--- src/rtl/line_pixel_timer_pkg.sv ---
// Shared horizontal/frame timing definitions for the line pixel timer and the
// downstream line counter.
package line_pixel_timer_pkg;

  typedef enum logic [1:0] {
    IDLE   = 2'd0,
    ACTIVE = 2'd1,
    BLANK  = 2'd2,
    DONE   = 2'd3
  } state_t;

  localparam int H_ACTIVE_DEF = 32;
  localparam int H_BLANK_DEF  = 4;
  localparam int FRAME_LINES  = 24;

endpackage

--- src/rtl/line_pixel_timer_term_counter.sv ---
// Clear/increment counter with a terminal-count flag; clear wins over increment.
module term_counter #(
  parameter int W    = 5,
  parameter int TERM = 31
) (
  input  logic         clk,
  input  logic         clr,
  input  logic         inc,
  output logic [W-1:0] cnt,
  output logic         at_term
);

  always_ff @(posedge clk) begin
    if (clr) begin
      cnt <= '0;
    end else if (inc) begin
      cnt <= cnt + 1'b1;
    end
  end

  assign at_term = (cnt == W'(TERM));

endmodule

--- src/rtl/line_pixel_timer.sv ---
// Horizontal pixel timer: walks each line through ACTIVE then BLANK, pulses
// newLine once per line and parks in DONE once the line counter reports endFrame.
module line_pixel_timer
  import line_pixel_timer_pkg::*;
#(
  parameter int H_ACTIVE = H_ACTIVE_DEF,
  parameter int H_BLANK  = H_BLANK_DEF,
  parameter int COL_W    = 5,
  parameter int BLK_W    = 3
) (
  input  logic             clk,
  input  logic             rst,
  input  logic             enb,
  input  logic             endFrame,
  output logic             newLine,
  output logic [COL_W-1:0] pix_col,
  output logic             pix_valid,
  output logic             hblank,
  output logic             frame_done
);

  state_t             state, state_nx;
  logic               stop, stop_nx;
  logic               col_inc, blk_inc;
  logic               col_term, blk_term, blk_pre;
  logic               line_nx;
  logic [COL_W-1:0]   col;
  logic [BLK_W-1:0]   blk;

  // Counters clear whenever they are not advancing, so col reads 0 outside ACTIVE.
  term_counter #(.W(COL_W), .TERM(H_ACTIVE-1)) u_col (
    .clk     (clk),
    .clr     (rst | ~col_inc),
    .inc     (col_inc),
    .cnt     (col),
    .at_term (col_term)
  );

  term_counter #(.W(BLK_W), .TERM(H_BLANK-1)) u_blk (
    .clk     (clk),
    .clr     (rst | ~blk_inc),
    .inc     (blk_inc),
    .cnt     (blk),
    .at_term (blk_term)
  );

  assign blk_pre = (blk == BLK_W'(H_BLANK-2));
  assign pix_col = col;

  always_comb begin
    state_nx = state;
    stop_nx  = stop;
    col_inc  = 1'b0;
    blk_inc  = 1'b0;
    line_nx  = 1'b0;
    if (!enb) begin
      state_nx = IDLE;
      stop_nx  = 1'b0;
    end else begin
      case (state)
        IDLE: state_nx = ACTIVE;
        ACTIVE: begin
          if (endFrame) stop_nx = 1'b1;
          if (col_term) state_nx = BLANK;
          else          col_inc  = 1'b1;
        end
        BLANK: begin
          // endFrame seen on the edge that opens the last blank cycle still suppresses newLine.
          if (endFrame) stop_nx = 1'b1;
          if (blk_term) begin
            state_nx = stop_nx ? DONE : ACTIVE;
          end else begin
            blk_inc = 1'b1;
            line_nx = blk_pre & ~stop_nx;
          end
        end
        DONE: state_nx = DONE;
        default: state_nx = IDLE;
      endcase
    end
  end

  always_ff @(posedge clk) begin
    if (rst) begin
      state      <= IDLE;
      stop       <= 1'b0;
      newLine    <= 1'b0;
      pix_valid  <= 1'b0;
      hblank     <= 1'b0;
      frame_done <= 1'b0;
    end else begin
      state      <= state_nx;
      stop       <= stop_nx;
      newLine    <= line_nx;
      pix_valid  <= (state_nx == ACTIVE);
      hblank     <= (state_nx == BLANK);
      frame_done <= (state_nx == DONE);
    end
  end

endmodule

--- config.mk ---
export PLATFORM = sky130hd
export DESIGN_NAME = line_pixel_timer
export DESIGN_NICKNAME = d
export VERILOG_FILES = /design/src/rtl/line_pixel_timer_pkg.sv /design/src/rtl/line_pixel_timer_term_counter.sv /design/src/rtl/line_pixel_timer.sv
export SDC_FILE = /design/constraint.sdc
export NUM_CORES = 1
export LEC_CHECK = 0
export ABC_AREA = 1
export CAP_MARGIN = 20
export CORE_MARGIN = 2
export CORE_UTILIZATION = 41
export CTS_BUF_LIST = sky130_fd_sc_hd__clkbuf_16
export DETAILED_ROUTE_END_ITERATION = 10
export PLACE_DENSITY = 0.66
export SYNTH_ARGS = -nofsm -noshare
export SYNTH_HDL_FRONTEND = slang
export SYNTH_SLANG_ARGS = --single-unit
export TNS_END_PERCENT = 100
--- constraint.sdc ---
create_clock -name clk -period 1.7 [get_ports clk]
set_input_delay 0.255 -clock clk [delete_from_list [all_inputs] [get_ports clk]]
set_output_delay 0.255 -clock clk [all_outputs]
set_load 0.05 [all_outputs]
==> flow_summary.json <==
{
  "outcome": "completed",
  "syn_area_per_cell_sq_um": 8.30,
  "yosysUniqueCellTypes": 15,
  "cts-resized-gates": 0,
  "crit_path_end_kind": "output pin",
  "rr_endpoint": "pix_valid$_SDFF_PP0_",
  "part_of_the_total_power_dissipated_in_combinational_logic": 0.048,
  "min-delay-start": "u_blk.cnt[0]$_SDFFE_PP0N_",
  "reg2reg_depth": 9,
  "reg2reg_setup_slack_ns": 0.25,
  "synth-seq-area-share": 0.452,
  "slew_headroom": 0.671,
  "hold_path.class": "flop to flop",
  "fill_cells": 133,
  "start_util": 0.441,
  "cp_data_arrival_time_ns": 1.33,
  "clk-insertion-delay-late_ns": 0.24,
  "globalplace.congestion": 0.757,
  "tritoncts": "built",
  "grt_antenna_before_repair": 0,
  "synth.top_cell.area_share": 0.452,
  "crit_slowest_cell": "clkdlybuf4s50_1",
  "synth-main-ff-cell": "dfxtp_1",
  "drtAntennaViolNets": 0,
  "ys_ff_latch": 15,
  "p_leak_nw": 0.402,
  "post-route-drc-count": 0,
  "synth_edf_count": 0,
  "period_share": 0.931,
  "post_dp_cell_area_sq_um": 790,
  "maxSlewViolCount": 0,
  "synth_xor_area_frac": 0.0132,
  "synthesis.instances": 80,
  "seq_power_share": 0.429,
  "timing.hold.worst_endpoint": "u_blk.cnt[0]$_SDFFE_PP0N_",
  "vias_per_cell": 4.38,
  "detail_route.wl_per_cell_microns": 9.68,
  "largest_driver_fanout_on_the_critical_path": 1,
  "muxShareOfSynthArea": 0,
  "leading_cell_types_by_total_area_after_synthesis": "dfxtp_1 45%, ha_1 17%, nor2_1 11%",
  "count_of_synthesis_stage_warnings_from_yosys": 0,
  "powerDensity_nw_per_um2": 965,
  "switching_share": 0.185,
  "cts_inserted_buffers": 3,
  "crit_path_max_incr_delay_ns": 0.79,
  "fp.dieArea_sq_um": 1960,
  "drt_pre_antenna_iters": 3,
  "cts_hold_buf": 0,
  "final_critical_path_setup_slack_ns": 0.118,
  "design_area_sq_um": 868,
  "synth.most_common_cell": "nor2_1",
  "worstSetupPathType": "flop to output pin",
  "maxCapViolations": 0,
  "ys_async_sr_fraction": 0,
  "grt_start_max_net_pins": 9,
  "postCtsSetupRepairBufs": 0,
  "max-vdd-ir-drop_uv": 592,
  "syn-cell-area_sq_um": 664,
  "die_w_microns": 44.3,
  "htree_levels": 1,
  "worst_clock_skew_ns": 0.00308,
  "post_route_cells_drive_above_1_share": 0.177,
  "grt-ovfl-total": 0,
  "netSwitchingPower_uw": 155,
  "netlist.top_cell.by_area": "dfxtp_1",
  "crit_path_cell_trace": "clkdlybuf4s50_1",
  "input_output_buffers": 12,
  "ctsLongestPathBuffers": 2,
  "core_area_sq_um": 1510,
  "crit_buf_inv": 1,
  "drt-total-wl_microns": 1080,
  "ctsRootBufferMaster": "clkbuf_16",
  "path_clk_slew_ns": 0.05,
  "synth_fa_ha_area_frac": 0.169,
  "p_int_uw": 683,
  "first_global_vias": 515,
  "setup_total_negative_slack_ns": 0,
  "num_rows": 14,
  "clkSinkCount": 15,
  "final_core_util": 0.576,
  "dominant_combinational_cell_family_by_area_after_synthesis": "simple AND/OR/NAND/NOR gates",
  "synth-compound-area-share": 0.0226,
  "timing.final.crit_period_ns": 1.58,
  "setup_repair_after_global_routing_missed_its_margin": "false",
  "part_of_the_power_in_the_clock_network": 0.522,
  "worstHoldPathCells": 1,
  "final.hold.worst_slack_ns": 0.448,
  "die_height_microns": 44.3,
  "post_synth_most_frequent_cells": "20 x nor2_1, 15 x dfxtp_1, 13 x inv_1",
  "floorplan.io_pins": 13,
  "critical_path.top_delay_family": "buffers and inverters",
  "finalNetCount": 110,
  "layout-area-overhead-vs-synth_pct": 30.7,
  "grt_first_pass_wirelength_microns": 1900,
  "diodes": 0,
  "report.final.hold_viol_count": 0,
  "synth_nets": 93,
  "detailedPlacementHpwl_microns": 833,
  "finalSetupViolations": 0,
  "synthSimpleGateAreaFrac": 0.264,
  "setup.worst_path.start_class": "flop",
  "groute.usage.overall": 0.137,
  "worst-endpoint-required_ns": 1.44,
  "max_freq_mhz": 632,
  "vias": 491,
  "timing_worst_slew_pin_value_ns": 0.492,
  "place_ws_ns": 0.268,
  "drt-initial-drc-count": 3,
  "critical_path.reg2reg.startpoint": "u_col.cnt[0]$_SDFFE_PP0P_"
}
## state kept, by name, summed over array words and instances, names as in the netlist
signal	cells
u_col.cnt	5
u_blk.cnt	3
state	2
frame_done	1
hblank	1
newLine	1
pix_valid	1
stop	1
## kinds of logic after synthesis
| logic type | after synthesis |
|---|---|
| and+or+nand+nor | 38 |
| buffers and inverters | 14 |
| AOI/OAI and AO/OA | 3 |
| xor gates and xnor gates | 1 |
| DFF | 15 |
| adders and majority gates | 9 |
## metrics by stage
| step | power (mW) | std cells |
|---|---|---|
| after floorplan | 0.391 | 80 |
| after global placement | 0.406 | 108 |
| after detailed placement | 0.406 | 108 |
| after CTS | 0.845 | 112 |
| after global routing | 0.868 | 112 |
| final | 0.838 | 112 |
## power by group through the flow
stage                     sequential (mW)  clock [mW]  combinational (mW)
after global placement              0.366           0              0.0402
after global routing                0.359       0.463              0.0453
final                               0.360       0.437              0.0405
after CTS                           0.359       0.445              0.0409
after detailed placement            0.366           0              0.0402
after floorplan                     0.373           0              0.0176
## worst max-delay path by stage
stage                     cells past startpoint               endpoint  slack (ns)                      start
after CTS                                     1              pix_valid        0.11       pix_valid$_SDFF_PP0_
after floorplan                              10  frame_done$_SDFF_PP0_        0.03  u_col.cnt[0]$_SDFFE_PP0P_
final                                         1              pix_valid        0.12       pix_valid$_SDFF_PP0_
after detailed placement                      9   pix_valid$_SDFF_PP0_        0.27  u_col.cnt[0]$_SDFFE_PP0P_
after global placement                        9   pix_valid$_SDFF_PP0_        0.30  u_col.cnt[0]$_SDFFE_PP0P_
after global routing                          9   pix_valid$_SDFF_PP0_        0.08  u_col.cnt[0]$_SDFFE_PP0P_
## routing by layer
| metal | part of all wire | vias to the layer above | wire, microns | track usage |
|---|---|---|---|---|
| met5 | 0 | - | 0 | 0 |
| met2 | 0.50 | 8 | 537 | 0.253 |
| met3 | 0.038 | 2 | 41 | 0.0367 |
| met1 | 0.46 | 205 | 497 | 0.140 |
| met4 | 0.0074 | 0 | 8 | 0.0727 |
| li1 | - | 276 | - | - |
## final cells by class
class | count | area [sq um] | share of cell area
flip-flops and latches | 15 | 300 | 0.346
repair buffers | 12 | 105 | 0.121
clock inverters | 1 | 3.75 | 0.00432
inverters | 14 | 52.6 | 0.0605
clock buffers | 3 | 75.1 | 0.0865
multi-input cells | 51 | 312 | 0.359
well taps | 16 | 20.0 | 0.0231
## cells in the final DEF (no fill, tap or decap)
cell type and n:
nand3_2 1, clkbuf_16 3, a21oi_1 2, nand3_1 3, nor2_2 3, o21ai_1 1
xor2_1 1, dfxtp_1 15, inv_1 14, nor3_1 1, nand2_1 7, ha_1 9
inv_2 1, nor2_1 20, clkdlybuf4s50_1 6, nor3b_2 1, buf_4 6, nand2_2 2
Note: power is estimated with default switching activity, not from simulation.
==> RTL edit: new RTL, same flow settings <==
Change the parameter `BLK_W` from 3 to 5.
--- a/src/rtl/line_pixel_timer.sv
+++ b/src/rtl/line_pixel_timer.sv
@@ -8,3 +8,3 @@
   parameter int COL_W    = 5,
-  parameter int BLK_W    = 3
+  parameter int BLK_W    = 5
 ) (
Function: no difference found for any inputs over 10 cycles, from zero or initial values and one cycle with rst high; that may be too few to reach the edited logic, so the function may still have changed.
==> RTL edit against the unedited design <==
Largest cell class unchanged. Power grew 7.5%. Sequential cell count up 2. Worst setup slack worse by 0.026 ns. Fmax is 1.6% lower. Critical path type unchanged. Routed wire length rose by 12%. Global-route usage decreased by 0.29 points. Synthesized area increased by 16%. Via count is 18% higher. Cell area increased by 13%.
==> RTL edit: results (changes against the unedited design) <==
<table>
<tr><th>Metric</th><th>Value</th></tr>
<tr><th colspan="2">Synth</th></tr>
<tr><td>Post-synth cell types</td><td>16 (+1)</td></tr>
<tr><td>Number of nets produced by synthesis</td><td>104 (+12%)</td></tr>
<tr><td>Compound-Gate Fraction of Synth Area</td><td>0.0194 (-0.00318)</td></tr>
<tr><td>Post-synthesis share of cell area spent on xor and xnor gates</td><td>0.0340 (+0.0208)</td></tr>
<tr><td>Adder-cell share of the synthesized area</td><td>0.129 (-0.0400)</td></tr>
<tr><td>Post-synthesis instance total</td><td>92 (+15%)</td></tr>
<tr><th colspan="2">Finish</th></tr>
<tr><td>Share of layout cells above drive strength 1</td><td>0.194 (+0.0174)</td></tr>
<tr><td>Footprint of the multi-input gates</td><td>373 um^2 (+20%)</td></tr>
<tr><td>Count of fill cells added during filler insertion</td><td>159 (+20%)</td></tr>
<tr><th colspan="2">Critical path</th></tr>
<tr><td>Critical path arrival</td><td>1.35 ns (+0.02 ns)</td></tr>
<tr><th colspan="2">Global route</th></tr>
<tr><td>Vias in the first global route</td><td>526 (+2.1%)</td></tr>
<tr><td>Overall track demand over capacity in global routing</td><td>0.135 (-0.00288)</td></tr>
<tr><td>Global-route wire length before repair</td><td>2050 um (+7.6%)</td></tr>
<tr><td>Pin count of the biggest net entering global routing</td><td>10 (+1)</td></tr>
<tr><th colspan="2">Timing</th></tr>
<tr><td>Worst clock skew</td><td>0.00128 ns (-0.00180 ns)</td></tr>
<tr><td>Share of the cycle needed by the critical path after routing</td><td>0.946 (+0.0152)</td></tr>
<tr><td>Worst-case headroom to the max-slew limit</td><td>0.659 (-0.0117)</td></tr>
<tr><th colspan="2">Routing</th></tr>
<tr><td>Detailed Routing Iterations Pass 1</td><td>4 (+1)</td></tr>
<tr><td>Via-per-instance ratio</td><td>4.34 (-1.0%)</td></tr>
<tr><td>Vias after detailed routing</td><td>577 (+18%)</td></tr>
<tr><th colspan="2">Power</th></tr>
<tr><td>Worst ir drop on vdd</td><td>0.000666 V (+13%)</td></tr>
<tr><td>Final total power</td><td>0.901 mW (+7.5%)</td></tr>
<tr><td>Internal</td><td>0.732 mW (+7.1%)</td></tr>
<tr><td>Leakage Power</td><td>0.464 nW (+16%)</td></tr>
<tr><td>Share of power burned in registers</td><td>0.451 (+0.022)</td></tr>
<tr><th colspan="2">Place</th></tr>
<tr><td>Worst setup timing slack at the placement stage</td><td>0.251 ns (-0.0171 ns)</td></tr>
<tr><td>Final estimated routing congestion in global placement</td><td>0.772 (+2.0%)</td></tr>
<tr><td>Detailed Place HPWL</td><td>978 um (+17%)</td></tr>
<tr><th colspan="2">Status</th></tr>
<tr><td>Run status</td><td>completed</td></tr>
</table>
==> RTL edit: changes by cell type after synthesis, moves of 2 or more <==
cell	delta
sky130_fd_sc_hd__inv_1	+2
sky130_fd_sc_hd__nand2_2	+2
sky130_fd_sc_hd__dfxtp_1	+2
sky130_fd_sc_hd__nor2_2	-3
sky130_fd_sc_hd__nand4_1	+2
sky130_fd_sc_hd__nor2_4	+3
sky130_fd_sc_hd__nand3_1	+4
==> RTL edit: layout make-up <==
type / instances / share of cell area
Clock buffer: 3 / 0.0763
Multi-Input combinational cell: 59 / 0.379
Clock inverter: 1 / 0.00382
Timing Repair Buffer: 12 / 0.102
Inverter: 16 / 0.0611
Tap cell: 25 / 0.0318
Sequential cell: 17 / 0.346
==> RTL edit: routing by layer <==
metal | up-vias | part of all wire | GRT usage
met5 | - | 0 | 0
met4 | 0 | 0.016 | 0.0667
met3 | 4 | 0.055 | 0.0604
met2 | 10 | 0.47 | 0.205
met1 | 245 | 0.46 | 0.160
li1 | 318 | - | -
